**src/rtl/uart_cfg.sv**
```systemverilog
// uart_cfg: runtime-configurable UART with valid/ready byte interfaces.
// Optional feature macro: UART_CFG_PARITY_EN (parity generate/check; absent = no parity bit).
// Ports:
//   clk, rst_in                     clock, async active-high reset
//   baud_div_in, parity_mode_in,    per-frame configuration, latched at frame start
//   two_stop_in
//   tx_data_in/tx_valid_in/         TX byte handshake; tx_busy_out = !tx_ready_out
//   tx_ready_out/tx_busy_out
//   tx_serial_out                   TX pin, idle high
//   rx_serial_in                    RX pin, asynchronous
//   rx_data_out/rx_valid_out/       RX byte handshake with held error flags
//   rx_ready_in, rx_parity_err_out,
//   rx_frame_err_out
//   rx_overrun_out                  one-cycle pulse when a frame is dropped
module uart_cfg #(
  parameter int unsigned CLOCK_FREQUENCY = 100_000_000,
  parameter int unsigned DATA_BITS       = 8,
  parameter int unsigned OVERSAMPLING    = 16,
  parameter int unsigned DIV_WIDTH       = 16
) (
  input  logic                 clk,
  input  logic                 rst_in,
  input  logic [DIV_WIDTH-1:0] baud_div_in,
  input  logic [1:0]           parity_mode_in,
  input  logic                 two_stop_in,
  input  logic [DATA_BITS-1:0] tx_data_in,
  input  logic                 tx_valid_in,
  output logic                 tx_ready_out,
  output logic                 tx_busy_out,
  output logic                 tx_serial_out,
  input  logic                 rx_serial_in,
  output logic [DATA_BITS-1:0] rx_data_out,
  output logic                 rx_valid_out,
  input  logic                 rx_ready_in,
  output logic                 rx_parity_err_out,
  output logic                 rx_frame_err_out,
  output logic                 rx_overrun_out
);
  localparam int unsigned OS_W = $clog2(OVERSAMPLING);
  localparam int unsigned BC_W = $clog2(DATA_BITS + 1);
  localparam logic [OS_W-1:0] OS_LAST = OS_W'(OVERSAMPLING - 1);
  localparam logic [OS_W-1:0] VOTE_0  = OS_W'(OVERSAMPLING / 2 - 1);
  localparam logic [OS_W-1:0] VOTE_1  = OS_W'(OVERSAMPLING / 2);
  localparam logic [OS_W-1:0] VOTE_2  = OS_W'(OVERSAMPLING / 2 + 1);
  localparam logic [BC_W-1:0] BC_DATA_LAST = BC_W'(DATA_BITS - 1);
  localparam logic [BC_W-1:0] BC_DATA      = BC_W'(DATA_BITS);

  localparam logic [2:0] S_IDLE   = 3'd0;
  localparam logic [2:0] S_START  = 3'd1;
  localparam logic [2:0] S_DATA   = 3'd2;
  localparam logic [2:0] S_PARITY = 3'd3;
  localparam logic [2:0] S_STOP   = 3'd4;

  // Clock frequency is informational only; software derives the divisor.
  if (CLOCK_FREQUENCY == 0) begin : g_clock_frequency_unset
  end

  logic tx_par_en, tx_par_bit, rx_par_en;

  // ---------------- TX ----------------
  logic [2:0]           tx_state, tx_state_nx;
  logic [DIV_WIDTH-1:0] tx_div_q, tx_tick_cnt;
  logic [OS_W-1:0]      tx_os_cnt;
  logic [BC_W-1:0]      tx_bit_cnt;
  logic [DATA_BITS-1:0] tx_shift;
  logic                 tx_two_stop_q;
  logic                 tx_accept, tx_tick, tx_bit_end;

  assign tx_accept  = tx_valid_in && tx_ready_out;
  assign tx_tick    = (tx_tick_cnt == tx_div_q);
  assign tx_bit_end = tx_tick && (tx_os_cnt == OS_LAST);

  // TX next-state
  always_comb begin
    tx_state_nx = tx_state;
    case (tx_state)
      S_IDLE:   if (tx_accept) tx_state_nx = S_START;
      S_START:  if (tx_bit_end) tx_state_nx = S_DATA;
      S_DATA:   if (tx_bit_end && (tx_bit_cnt == BC_DATA_LAST))
                  tx_state_nx = tx_par_en ? S_PARITY : S_STOP;
      S_PARITY: if (tx_bit_end) tx_state_nx = S_STOP;
      // Second stop bit is the one with bit counter already at 1.
      S_STOP:   if (tx_bit_end && (tx_bit_cnt[0] || !tx_two_stop_q)) tx_state_nx = S_IDLE;
      default:  tx_state_nx = S_IDLE;
    endcase
  end

  // TX state and handshake outputs
  always_ff @(posedge clk or posedge rst_in) begin
    if (rst_in) begin
      tx_state     <= S_IDLE;
      tx_ready_out <= 1'b1;
      tx_busy_out  <= 1'b0;
    end else begin
      tx_state     <= tx_state_nx;
      tx_ready_out <= (tx_state_nx == S_IDLE);
      tx_busy_out  <= (tx_state_nx != S_IDLE);
    end
  end

  // TX datapath: tick/bit counters, shifter and pin
  always_ff @(posedge clk or posedge rst_in) begin
    if (rst_in) begin
      tx_div_q      <= '0;
      tx_tick_cnt   <= '0;
      tx_os_cnt     <= '0;
      tx_bit_cnt    <= '0;
      tx_shift      <= '0;
      tx_two_stop_q <= 1'b0;
      tx_serial_out <= 1'b1;
    end else if (tx_accept) begin
      tx_div_q      <= baud_div_in;
      tx_two_stop_q <= two_stop_in;
      tx_shift      <= tx_data_in;
      tx_tick_cnt   <= '0;
      tx_os_cnt     <= '0;
      tx_bit_cnt    <= '0;
      tx_serial_out <= 1'b0;
    end else if (tx_state != S_IDLE) begin
      tx_tick_cnt <= tx_tick ? '0 : tx_tick_cnt + 1'b1;
      if (tx_tick) tx_os_cnt <= (tx_os_cnt == OS_LAST) ? '0 : tx_os_cnt + 1'b1;
      if (tx_bit_end) begin
        case (tx_state)
          S_START: tx_serial_out <= tx_shift[0];
          S_DATA: begin
            if (tx_bit_cnt == BC_DATA_LAST) begin
              tx_bit_cnt    <= '0;
              tx_serial_out <= tx_par_en ? tx_par_bit : 1'b1;
            end else begin
              tx_bit_cnt    <= tx_bit_cnt + 1'b1;
              tx_shift      <= tx_shift >> 1;
              tx_serial_out <= tx_shift[1];
            end
          end
          S_PARITY: begin
            tx_bit_cnt    <= '0;
            tx_serial_out <= 1'b1;
          end
          S_STOP: begin
            tx_bit_cnt    <= tx_bit_cnt + 1'b1;
            tx_serial_out <= 1'b1;
          end
          default: tx_serial_out <= 1'b1;
        endcase
      end
    end
  end

  // ---------------- RX ----------------
  logic [1:0]           rx_sync;
  logic                 rx_prev;
  logic [2:0]           rx_state, rx_state_nx;
  logic [DIV_WIDTH-1:0] rx_div_q, rx_tick_cnt;
  logic [OS_W-1:0]      rx_os_cnt;
  logic [BC_W-1:0]      rx_bit_cnt;
  logic [DATA_BITS-1:0] rx_shift;
  logic                 rx_s0, rx_s1;
  logic                 rx_start, rx_tick, rx_bit_end, rx_vote, rx_maj, rx_done, rx_load;

  // Synchroniser plus one delay flop for start-edge detection; idle-high reset.
  always_ff @(posedge clk or posedge rst_in) begin
    if (rst_in) begin
      rx_sync <= 2'b11;
      rx_prev <= 1'b1;
    end else begin
      rx_sync <= {rx_sync[0], rx_serial_in};
      rx_prev <= rx_sync[1];
    end
  end

  assign rx_start   = (rx_state == S_IDLE) && rx_prev && !rx_sync[1];
  assign rx_tick    = (rx_tick_cnt == rx_div_q);
  assign rx_bit_end = rx_tick && (rx_os_cnt == OS_LAST);
  // Third vote sample is the live synchronised value, so the decision lands on that tick.
  assign rx_vote    = rx_tick && (rx_os_cnt == VOTE_2);
  assign rx_maj     = (rx_s0 & rx_s1) | (rx_s0 & rx_sync[1]) | (rx_s1 & rx_sync[1]);
  assign rx_done    = (rx_state == S_STOP) && rx_vote;
  assign rx_load    = rx_done && (!rx_valid_out || rx_ready_in);

  // RX next-state
  always_comb begin
    rx_state_nx = rx_state;
    case (rx_state)
      S_IDLE:   if (rx_start) rx_state_nx = S_START;
      S_START:  if (rx_vote && rx_maj) rx_state_nx = S_IDLE;
                else if (rx_bit_end) rx_state_nx = S_DATA;
      S_DATA:   if (rx_bit_end && (rx_bit_cnt == BC_DATA))
                  rx_state_nx = rx_par_en ? S_PARITY : S_STOP;
      S_PARITY: if (rx_bit_end) rx_state_nx = S_STOP;
      S_STOP:   if (rx_vote) rx_state_nx = S_IDLE;
      default:  rx_state_nx = S_IDLE;
    endcase
  end

  always_ff @(posedge clk or posedge rst_in) begin
    if (rst_in) rx_state <= S_IDLE;
    else        rx_state <= rx_state_nx;
  end

  // RX datapath: tick/bit counters, vote samples and data shifter
  always_ff @(posedge clk or posedge rst_in) begin
    if (rst_in) begin
      rx_div_q    <= '0;
      rx_tick_cnt <= '0;
      rx_os_cnt   <= '0;
      rx_bit_cnt  <= '0;
      rx_shift    <= '0;
      rx_s0       <= 1'b1;
      rx_s1       <= 1'b1;
    end else if (rx_state == S_IDLE) begin
      if (rx_start) begin
        rx_div_q    <= baud_div_in;
        rx_tick_cnt <= '0;
        rx_os_cnt   <= '0;
        rx_bit_cnt  <= '0;
      end
    end else begin
      rx_tick_cnt <= rx_tick ? '0 : rx_tick_cnt + 1'b1;
      if (rx_tick) rx_os_cnt <= (rx_os_cnt == OS_LAST) ? '0 : rx_os_cnt + 1'b1;
      if (rx_tick && (rx_os_cnt == VOTE_0)) rx_s0 <= rx_sync[1];
      if (rx_tick && (rx_os_cnt == VOTE_1)) rx_s1 <= rx_sync[1];
      if (rx_vote && (rx_state == S_DATA)) begin
        rx_shift   <= {rx_maj, rx_shift[DATA_BITS-1:1]};
        rx_bit_cnt <= rx_bit_cnt + 1'b1;
      end
    end
  end

  // RX output holding register; a completion while still held is dropped as overrun.
  always_ff @(posedge clk or posedge rst_in) begin
    if (rst_in) begin
      rx_data_out      <= '0;
      rx_valid_out     <= 1'b0;
      rx_frame_err_out <= 1'b0;
      rx_overrun_out   <= 1'b0;
    end else begin
      rx_overrun_out <= rx_done && !rx_load;
      if (rx_load) begin
        rx_data_out      <= rx_shift;
        rx_frame_err_out <= !rx_maj;
        rx_valid_out     <= 1'b1;
      end else if (rx_ready_in) begin
        rx_valid_out <= 1'b0;
      end
    end
  end

`ifdef UART_CFG_PARITY_EN
  logic rx_par_odd, rx_par_bit;

  // Parity config per direction; mode[1] selects odd, so the bit is ^data ^ odd.
  always_ff @(posedge clk or posedge rst_in) begin
    if (rst_in) begin
      tx_par_en         <= 1'b0;
      tx_par_bit        <= 1'b0;
      rx_par_en         <= 1'b0;
      rx_par_odd        <= 1'b0;
      rx_par_bit        <= 1'b0;
      rx_parity_err_out <= 1'b0;
    end else begin
      if (tx_accept) begin
        tx_par_en  <= (parity_mode_in == 2'b01) || (parity_mode_in == 2'b10);
        tx_par_bit <= (^tx_data_in) ^ parity_mode_in[1];
      end
      if (rx_start) begin
        rx_par_en  <= (parity_mode_in == 2'b01) || (parity_mode_in == 2'b10);
        rx_par_odd <= parity_mode_in[1];
      end
      if (rx_vote && (rx_state == S_PARITY)) rx_par_bit <= rx_maj;
      if (rx_load) rx_parity_err_out <= rx_par_en && ((^rx_shift) ^ rx_par_bit ^ rx_par_odd);
    end
  end
`else
  logic unused_parity_mode;

  assign tx_par_en          = 1'b0;
  assign tx_par_bit         = 1'b0;
  assign rx_par_en          = 1'b0;
  assign rx_parity_err_out  = 1'b0;
  assign unused_parity_mode = ^parity_mode_in;
`endif

endmodule

```
**config.mk**
```make
export PLATFORM = sky130hd
export DESIGN_NAME = uart_cfg
export DESIGN_NICKNAME = d
export VERILOG_FILES = /design/src/rtl/uart_cfg.sv
export SDC_FILE = /design/constraint.sdc
export NUM_CORES = 1
export LEC_CHECK = 0
export CORE_ASPECT_RATIO = 1.4
export CORE_UTILIZATION = 65
export DETAILED_ROUTE_END_ITERATION = 6
export DONT_BUFFER_PORTS = 1
export HOLD_SLACK_MARGIN = 0.02
export PLACE_DENSITY = 0.85
export REMOVE_ABC_BUFFERS = 1
export SYNTH_ARGS = -nofsm -noshare
export SYNTH_HDL_FRONTEND = slang
export SYNTH_SLANG_ARGS = --single-unit
```
**constraint.sdc**
```tcl
create_clock -name clk -period 10.7 [get_ports clk]
set_input_delay 2.14 -clock clk [delete_from_list [all_inputs] [get_ports clk]]
set_output_delay 2.14 -clock clk [all_outputs]
set_load 0.005 [all_outputs]
```
==> results of run 1 <==
flip-flops by register name (all words and copies together), names as in the netlist, 4 cells and up:
signal       flops
tx_tick_cnt     16
rx_data_out      8
rx_bit_cnt       4
tx_os_cnt        4
tx_div_q        16
rx_div_q        16
rx_os_cnt        4
tx_bit_cnt       4
rx_shift         8
rx_tick_cnt     16
tx_shift         8
per-layer routing:
layer,track usage (%),vias to the layer above
li1,-,2317
met1,39.1,2495
met2,54.1,236
met3,7.08,41
met4,13.6,0
met5,0,-
cells in the final DEF, fill, tap and decap left out, drive strengths merged, types with 19 or more instances in the layout:
| cell type | count |
|---|---|
| nand2 | 131 |
| dfrtp | 115 |
| xor2 | 38 |
| nor2 | 29 |
| a31oi | 28 |
| nand3 | 24 |
| o21ai | 22 |
| o31ai | 20 |
| clkbuf | 20 |
| a21oi | 19 |
| mux2 | 19 |
| inv | 19 |
cells by family (layout without fill, tap and decap cells):
logic type | count (synthesis) | count (layout) | share of synthesized area (%)
and+or+nand+nor | 279 | 279 | 21.9
other | 1 | 1 | 0.0605
xor gates and xnor gates | 39 | 39 | 5.51
muxes | 23 | 23 | 4.10
buffers and inverters | 52 | 57 | 3.21
adders and majority gates | 10 | 10 | 1.98
DFF | 122 | 122 | 49.4
AOI/OAI and AO/OA | 126 | 126 | 13.8
worst min path at each step:
| stage | from | end | cells after the start |
|---|---|---|---|
| 6_report | rx_sync[0]$_DFF_PP1_ | rx_sync[1]$_DFF_PP1_ | 0 |
| 5_1_grt | rx_sync[0]$_DFF_PP1_ | rx_sync[1]$_DFF_PP1_ | 0 |
| 3_3_place_gp | rx_sync[0]$_DFF_PP1_ | rx_sync[1]$_DFF_PP1_ | 0 |
| 2_1_floorplan | rx_sync[0]$_DFF_PP1_ | rx_sync[1]$_DFF_PP1_ | 0 |
| 3_5_place_dp | rx_sync[0]$_DFF_PP1_ | rx_sync[1]$_DFF_PP1_ | 0 |
| 4_1_cts | rx_sync[0]$_DFF_PP1_ | rx_sync[1]$_DFF_PP1_ | 0 |
power by group:
group	total (mW)	internal, mW	switching, mW	leakage (nW)
Clock	0.613	0.406	0.207	0.300
Sequential	0.553	0.507	0.0467	1.54
Combinational	0.111	0.0488	0.0619	1.40
cell type report:
type                       instances  share of cell area [%]
tap                              107                    1.94
inverter                          19                    1.07
multi-input combinational        478                    42.6
clock inverter                    11                    2.45
sequential                       122                    44.4
timing repair buffer               7                   0.762
clock buffer                      20                    6.76
through the flow:
stage / utilization, % / hold slack [ns] / std cells / power (mW) / cell area (um2)
finish: 75.6 / 0.361 / 764 / 1.28 / 6900
global route: 75.6 / 0.369 / 764 / 1.32 / 6900
CTS: 75.6 / 0.361 / 764 / 1.28 / 6900
detailed placement: 68.6 / 0.353 / 733 / 0.667 / 6260
global placement: 68.6 / 0.347 / 733 / 0.660 / 6260
floorplan: - / 0.345 / 619 / 0.636 / 6070
==> out/metrics.yaml, run 1 <==
timing:
  slew_viol_final: 0
  period_share_pct: 31.8
  finClkSkew_ns: 0.00950
  slew_headroom_pct: 33.9
  final_hold_viol_count: 0
  worstMarginPinSlew_ns: 0.991
  fin_crit_ns: 3.41
  fin_setup_tns_ns: 0
  fin_ws_ns: 7.29
  fmax_mhz: 294
  rsz0062_at_grt: "no"
  setup_viol: 0
cts:
  cts-root-buf: "clkbuf_16"
  clk_path_buf_depth: 2
  clk_latency_ns: 0.42
  cts-buffers-inserted: 17
  path_clk_slew_ns: 0.06
  hold_buffers: 0
  h-tree-depth: 4
  cts_resized: 0
  postCtsSetupRepairBufs: 0
  cts_tree: "built"
  cts.sinks: 122
placement:
  hpwlAfterDp_mm: 9.23
  place_congestion: 0.872
  port-buffer-count: 0
  pre_cts_slack_ns: 6.87
global_route:
  antenna_found_initial: 0
  grt_pass1_wl_mm: 24.8
  track_usage_pct: 31.9
  grt_overflow_total: 0
  grt_pass1_vias: 4998
  grt_max_degree: 82
floorplanning:
  fp.dieH_um: 118
  die_x_um: 84.5
  ios: 47
  start_util_pct: 67.9
  dieArea_um2: 9930
  core.rowCount: 41
  core_area_um2: 9130
setup_path:
  path_buf_inv: 1
  crit_fanout: 22
  slowest_delay_ns: 0.64
  cp_top_family: "simple AND/OR/NAND/NOR gates"
  r2r_slack_ns: 7.31
  cp_cell_sequence: "and2_1 > buf_4 > nor3_1 > a22o_1"
  end_kind: "flop"
  startpoint: "tx_valid_in"
  worst-path-stages: 4
  arrival_ns: 3.75
  worstSetupPathType: "in -> reg"
  r2r-start: "rx_tick_cnt[7]$_DFFE_PP0P_"
  worst_setup_path_start_kind: "primary input"
  reg2regPathDepth: 5
  crit_end: "tx_tick_cnt[2]$_DFFE_PP0P_"
  rr_endpoint: "rx_data_out[5]$_DFFE_PP0P_"
  critPathRequiredTime_ns: 11.04
  critPathSlowestCell: "nor3_1"
logic_synthesis:
  synth.avg_cell_area_um2: 9.50
  synthDistinctLibCells: 55
  ys.flop_type: "dfrtp_1"
  yosysWarnings: 0
  synth_seq_cells: 122
  synth-edff-count: 0
  synth_top_area_share_pct: 46.4
  synthesis.instances: 652
  async_flop_share_pct: 100
  yosysSeqAreaShare_pct: 49.4
  synth.most_common_cell: "nand2_1"
  synth_area_leaders: "dfrtp_1, nand2_1, xor2_1"
  synth.top_cells.by_count: "nand2_1, dfrtp_1, xor2_1"
  netlist_area_um2: 6200
  synth_top_area_cell: "dfrtp_1"
run:
  max_cap_viol_count: 0
min_path:
  min_path_type: "reg -> reg"
routing:
  wl_met1_mm: 5.67
  drc: 2
  wirelength_mm: 15.0
  drtPass1Iterations: 7
  final_antenna_net_count: 0
  maxUsedRoutingLayer: "met4"
  drtIter0Drc: 460
  wl_per_cell_um: 19.6
  wl_met3_mm: 1.04
  viasPerCell: 6.66
  met2_length_mm: 7.88
  vias: 5089
pwr:
  peakVddDrop_uv: 160
  pwr_density_cell_nw_per_um2: 185
  p_leak_nw: 3.23
finish:
  multiInputGateArea_um2: 2940
  num_antenna_cells: 0
  final_layout_size_suffix_gt1_share_pct: 11.4
  fin_nets: 686
  seqCellArea_um2: 3060
  final.fill_count: 578
  area_growth_pct: 11.3
outcome:
  violations: "design-rule violations"
  outcome: "complete, but fails checks"
Note: power is estimated with default switching activity, not from simulation.
==> run 2, diff against run 1 <==
--- a/config.mk
+++ b/config.mk
@@ -6,11 +6,11 @@
 export NUM_CORES = 1
 export LEC_CHECK = 0
 export CORE_ASPECT_RATIO = 1.4
-export CORE_UTILIZATION = 65
+export CORE_UTILIZATION = 58
 export DETAILED_ROUTE_END_ITERATION = 6
 export DONT_BUFFER_PORTS = 1
 export HOLD_SLACK_MARGIN = 0.02
-export PLACE_DENSITY = 0.85
+export PLACE_DENSITY = 0.8
 export REMOVE_ABC_BUFFERS = 1
 export SYNTH_ARGS = -nofsm -noshare
 export SYNTH_HDL_FRONTEND = slang
==> constraint.sdc (replaced) <==
create_clock -name clk -period 2.75 [get_ports clk]
set_input_delay 0.55 -clock clk [delete_from_list [all_inputs] [get_ports clk]]
set_output_delay 0.55 -clock clk [all_outputs]
set_load 0.005 [all_outputs]
==> run 2 against run 1 <==
Against the previous run:
- the flow now finishes without violations
- first-iteration DRC count decreased by 23%
- sequential share of layout area decreased by 0.79 points
- count of clock-buffer cells in the layout increased by 4
- combinational power increased to 4.1 times the previous value
- final cell count increased by 6.0%
- wire length decreased by 3.2%
- largest power group unchanged
==> out/metrics.yaml, run 2 (synthesized netlist as in run 1, its figures left out) <==
routing:
  drc: 0  # -2
  vias: 5037  # -1.0%
  viasPerCell: 6.22  # -6.6%
  wirelength_mm: 14.5  # -3.2%
  drtIter0Drc: 356  # -23%
  drtPass1Iterations: 5  # -2
  final_antenna_net_count: 0  # unchanged
  wl_per_cell_um: 17.9  # -8.7%
placement:
  hpwlAfterDp_mm: 9.71  # +5.2%
  port-buffer-count: 0  # unchanged
  dp.cells: 777  # +6.0%
  pre_cts_slack_ns: 0.188  # -6.68 ns
  place_congestion: 0.861  # -1.3%
min_path:
  hold_path_startpoint: "rx_serial_in"
  min_path_type: "in -> reg"
  whs_endpoint: "rx_sync[0]$_DFF_PP1_"
  whs_path_depth: 0  # unchanged
timing:
  setup_viol: 0  # unchanged
  slew_headroom_pct: 49.1  # +15 points
  slew_viol_final: 0  # unchanged
  fin_ws_ns: 0.0841  # -7.21 ns
  worstMarginPinSlew_ns: 0.745  # -0.246 ns
  rsz0062_at_grt: "no"
  fmax_mhz: 375
  period_share_pct: 96.9
  fin_crit_ns: 2.67
  finClkSkew_ns: 0.00755  # -0.00194 ns
  holdWs_ns: 0.137  # -0.224 ns
  final_hold_viol_count: 0  # unchanged
cts:
  cts-root-buf: "clkbuf_16"
  clk_latency_ns: 0.41  # about the same
  clk_path_buf_depth: 2  # unchanged
  h-tree-depth: 4  # unchanged
  path_clk_slew_ns: 0.05  # about the same
  cts-buffers-inserted: 17  # unchanged
  cts.sinks: 122  # unchanged
  cts_tree: "built"
global_route:
  antenna_found_initial: 0  # unchanged
  grt_max_degree: 56  # -32%
  grt_pass1_vias: 5160  # +3.2%
  track_usage_pct: 28.5  # -3.4 points
  grt_overflow_total: 0  # unchanged
  grt_pass1_wl_mm: 24.3  # -2.2%
setup_path:
  critPathRequiredTime_ns: 3.04  # -8.00 ns
  end_kind: "flop"
  slowest_delay_ns: 0.51  # -0.13 ns
  critPathSlowestCell: "nor4_1"
  r2r-start: "rx_tick_cnt[8]$_DFFE_PP0P_"
  worstSetupPathType: "reg -> reg"
  crit_fanout: 12  # -45%
  cp_cell_sequence: "xor2_1 > nor4_1 > nand4_2 > buf_4 > nor2_2 > mux2_2"
  reg2regPathDepth: 6  # +1
  worst_setup_path_start_kind: "flop"
  rr_endpoint: "rx_shift[4]$_DFFE_PP0P_"
  arrival_ns: 2.95  # -0.80 ns
  r2r_slack_ns: 0.08  # -7.23 ns
floorplanning:
  die_x_um: 89.4  # +5.7%
  core_area_um2: 10400  # +14%
  fp.dieH_um: 124  # +5.8%
  start_util_pct: 59.6  # -8.3 points
  dieArea_um2: 11100  # +12%
  core.rowCount: 44  # +7.3%
  ios: 47  # unchanged
finish:
  mostFrequentLayoutCell: "nand2_1"
  final_cell_count_no_fill: 810  # +6.0%
  final_layout_size_suffix_gt1_share_pct: 12.5  # +1.1 points
  fin_nets: 700  # +2.0%
  area_growth_pct: 13.4
  finish.utilization_pct: 67.5  # -8.0 points
  num_antenna_cells: 0  # unchanged
  final_cell_mix: "nand2_1, dfrtp_1, xor2_1"
pwr:
  pwr_density_cell_nw_per_um2: 690  # +270%
  peakVddDrop_uv: 530  # +230%
  p_leak_nw: 3.30  # +2.0%
outcome:
  outcome: "finished clean"
run:
  max_cap_viol_count: 0  # unchanged
## run 2: cell count changes in the layout (fill, tap and decap cells not counted), sizes merged
| cell | before | now |
|---|---|---|
| buf | 7 | 20 |
| dlygate4sd3 | 0 | 1 |
| clkinv | 3 | 4 |
| clkbuf | 20 | 24 |
| bufinv | 4 | 3 |
| clkinvlp | 4 | 1 |
## run 2: timing repair
item,CTS,global route
gates resized for setup,0,0
setup buffers,0,0
hold buffers,1,0
hold endpoints to repair,26,0
## run 2: worst max-delay path by stage
stage,from,to,cells past startpoint
floorplan,rst_in,rx_bit_cnt[0]$_DFFE_PP0P_,1
global placement,rx_tick_cnt[7]$_DFFE_PP0P_,rx_shift[3]$_DFFE_PP0P_,7
detailed placement,rx_tick_cnt[4]$_DFFE_PP0P_,rx_shift[3]$_DFFE_PP0P_,6
CTS,rx_tick_cnt[8]$_DFFE_PP0P_,rx_shift[3]$_DFFE_PP0P_,6
global route,rx_tick_cnt[5]$_DFFE_PP0P_,rx_shift[4]$_DFFE_PP0P_,6
finish,rx_tick_cnt[8]$_DFFE_PP0P_,rx_shift[4]$_DFFE_PP0P_,6
## run 2: layout make-up
type                            count  area [um2]
Clock buffer                       24         472
Clock inverter                      8         118
Fill cell                         752        3380
Inverter                           19        73.8
Multi-Input combinational cell    478        2940
Sequential cell                   122        3060
Tap cell                          138         173
Timing Repair Buffer               21         185
## run 2: metrics by stage
stage | instance area (um2) | power, mW | setup TNS [ns]
final | 7030 | 4.85 | 0
after CTS | 7030 | 4.87 | 0
after global routing | 7030 | 5.04 | 0
after detailed placement | 6430 | 2.63 | 0
after global placement | 6430 | 2.58 | 0
after floorplan | 6070 | 2.48 | -135.86
## run 2: critical path, delay by kind of cell (launching register included)
kind	cells	cell delay [ns]
AND/OR/NAND/NOR	3	1.21
flip-flops	1	0.44
multiplexers	1	0.40
buffers and inverters	1	0.28
XOR/XNOR	1	0.19
## run 2: power breakdown
group	total, mW	switching [mW]	internal (mW)
Combinational	0.452	0.248	0.204
Sequential	2.16	0.186	1.97
Clock	2.24	0.771	1.47
## run 2: layer usage
layer,up-vias,global-route usage [%],part of all wire [%]
met4,0,15.4,4.4
met5,-,0,0
met1,2421,32.3,37
met2,218,47.3,52
met3,57,8.22,6.1
li1,2341,-,-
==> run 3, diff against run 2 <==
--- a/config.mk
+++ b/config.mk
@@ -11,6 +11,7 @@
 export DONT_BUFFER_PORTS = 1
 export HOLD_SLACK_MARGIN = 0.02
 export PLACE_DENSITY = 0.8
+export RECOVER_POWER = 50
 export REMOVE_ABC_BUFFERS = 1
 export SYNTH_ARGS = -nofsm -noshare
 export SYNTH_HDL_FRONTEND = slang
==> run 3 against run 2 <==
Against the previous run:
- core utilization is 0.16 points lower
- die area did not move
- non-clock buffer count did not move
- critical endpoint unchanged
==> out/metrics.yaml, run 3 (synthesized netlist as in run 1, its figures left out) <==
outcome:
  outcome: "finished clean"
min_path:
  whs_path_depth: 0  # unchanged
  whs_endpoint: "rx_sync[0]$_DFF_PP1_"
  min_path_type: "in -> reg"
  hold_path_startpoint: "rx_serial_in"
timing:
  fmax_mhz: 376  # +0.26%
  fin_crit_ns: 2.66  # -0.00683 ns
  worstMarginPinSlew_ns: 1.31  # +0.563 ns
  slew_headroom_pct: 12.4  # -37 points
  holdWs_ns: 0.138  # +0.00136 ns
  fin_ws_ns: 0.0909  # +0.00683 ns
  finClkSkew_ns: 0.00832  # +0.000768 ns
  setup_viol: 0  # unchanged
  rsz0062_at_grt: "no"
  final_hold_viol_count: 0  # unchanged
  slew_viol_final: 0  # unchanged
  period_share_pct: 96.7  # -0.25 points
  fin_setup_tns_ns: 0  # unchanged
setup_path:
  r2r_slack_ns: 0.09  # about the same
  rr_endpoint: "rx_shift[4]$_DFFE_PP0P_"
  arrival_ns: 2.95  # about the same
  cp_top_family: "simple AND/OR/NAND/NOR gates"
  cp_cell_sequence: "xor2_1 > nor4_1 > nand4_2 > buf_4 > nor2_2 > mux2_2"
  crit_fanout: 12  # unchanged
  critPathRequiredTime_ns: 3.04  # about the same
  path_buf_inv: 1  # unchanged
  startpoint: "rx_tick_cnt[8]$_DFFE_PP0P_"
  r2r-start: "rx_tick_cnt[8]$_DFFE_PP0P_"
  worstSetupPathType: "reg -> reg"
  end_kind: "flop"
  critPathSlowestCell: "nor4_1"
  reg2regPathDepth: 6  # unchanged
  slowest_delay_ns: 0.51  # about the same
  worst_setup_path_start_kind: "flop"
floorplanning:
  core.rowCount: 44  # unchanged
  dieArea_um2: 11100  # unchanged
  core_area_um2: 10400  # unchanged
  fp.dieH_um: 124  # unchanged
  die_x_um: 89.4  # unchanged
  ios: 47  # unchanged
  start_util_pct: 59.6  # unchanged
routing:
  drc: 0  # unchanged
  wl_per_cell_um: 18.0  # +0.48%
  wirelength_mm: 14.5  # +0.48%
  vias: 5093  # +1.1%
  final_antenna_net_count: 0  # unchanged
  drtIter0Drc: 358  # +0.56%
  viasPerCell: 6.29  # +1.1%
  drtPass1Iterations: 5  # unchanged
placement:
  placedInstanceArea_um2: 6430  # unchanged
  hpwlAfterDp_mm: 9.71  # unchanged
  dp.cells: 777  # unchanged
  port-buffer-count: 0  # unchanged
  pre_cts_slack_ns: 0.188  # unchanged
  place_congestion: 0.861  # unchanged
cts:
  cts.sinks: 122  # unchanged
  clk_path_buf_depth: 2  # unchanged
  h-tree-depth: 4  # unchanged
  cts_resized: 0  # unchanged
  postCtsSetupRepairBufs: 0  # unchanged
  cts_tree: "built"
  cts-buffers-inserted: 17  # unchanged
  cts-root-buf: "clkbuf_16"
  clk_latency_ns: 0.41  # about the same
  path_clk_slew_ns: 0.05  # about the same
run:
  max_cap_viol_count: 0  # unchanged
finish:
  area_growth_pct: 13.1
  final_cell_mix: "nand2_1, dfrtp_1, xor2_1"
  final_layout_size_suffix_gt1_share_pct: 12.2  # -0.30 points
  mostFrequentLayoutCell: "nand2_1"
  fin_nets: 700  # unchanged
  num_antenna_cells: 0  # unchanged
  finish.utilization_pct: 67.4  # -0.16 points
  final_cell_count_no_fill: 810  # unchanged
  finalInstanceArea_um2: 7010  # -0.23%
global_route:
  grt_overflow_total: 0  # unchanged
  use_met2_pct: 47.3  # unchanged
  grt_pass1_wl_mm: 24.3  # unchanged
  gr-usage-met3_pct: 8.22  # unchanged
  track_usage_pct: 28.5  # unchanged
  grt_pass1_vias: 5160  # unchanged
  antenna_found_initial: 0  # unchanged
  grt_busiest_layer: "met2"
  grtUsageMet1_pct: 32.3  # unchanged
  grt_max_degree: 56  # unchanged
pwr:
  total_power_mw: 4.84  # about the same
  p_leak_nw: 3.29  # -0.31%
  peakVddDrop_uv: 529  # -0.30%
  pwr_density_cell_nw_per_um2: 691  # +0.18%
-- run 3: worst register-to-register path: cells and delay by family (launching register included) --
kind / cells / cell delay, ns
xor+xnor: 1 / 0.20
mux: 1 / 0.40
buf+inv: 1 / 0.28
simple gates: 3 / 1.21
flops: 1 / 0.45
-- run 3: area by class of cell --
cell class,count,area [um2]
fill,755,3400
sequential,122,3060
multi-input combinational,478,2940
clock buffer,24,472
tap,138,173
timing repair buffer,21,170
clock inverter,8,118
inverter,19,72.6
-- run 3: worst max path at each step --
stage | to | slack (ns) | depth (start not counted)
final | rx_shift[4]$_DFFE_PP0P_ | 0.09 | 6
after global routing | rx_shift[4]$_DFFE_PP0P_ | 0.02 | 6
after CTS | rx_shift[3]$_DFFE_PP0P_ | 0.15 | 6
after detailed placement | rx_shift[3]$_DFFE_PP0P_ | 0.19 | 6
after global placement | rx_shift[3]$_DFFE_PP0P_ | 0.33 | 7
after floorplan | rx_bit_cnt[0]$_DFFE_PP0P_ | -1.03 | 1
-- run 3: what timing repair did --
item                                   CTS  global route
endpoints found under the hold margin   26             0
hold buffers                             1             0
setup endpoints to repair                0             0
-- run 3: per-layer routing --
layer / vias up / wire length, um
met1: 2476 / 5460
met4: 0 / 653
met3: 60 / 871
met5: - / 0
li1: 2343 / -
met2: 214 / 7560
-- run 3: power by group --
part	internal, mW	total (mW)	switching, mW
clock network	1.47	2.24	0.773
registers	1.97	2.16	0.185
logic	0.201	0.448	0.247
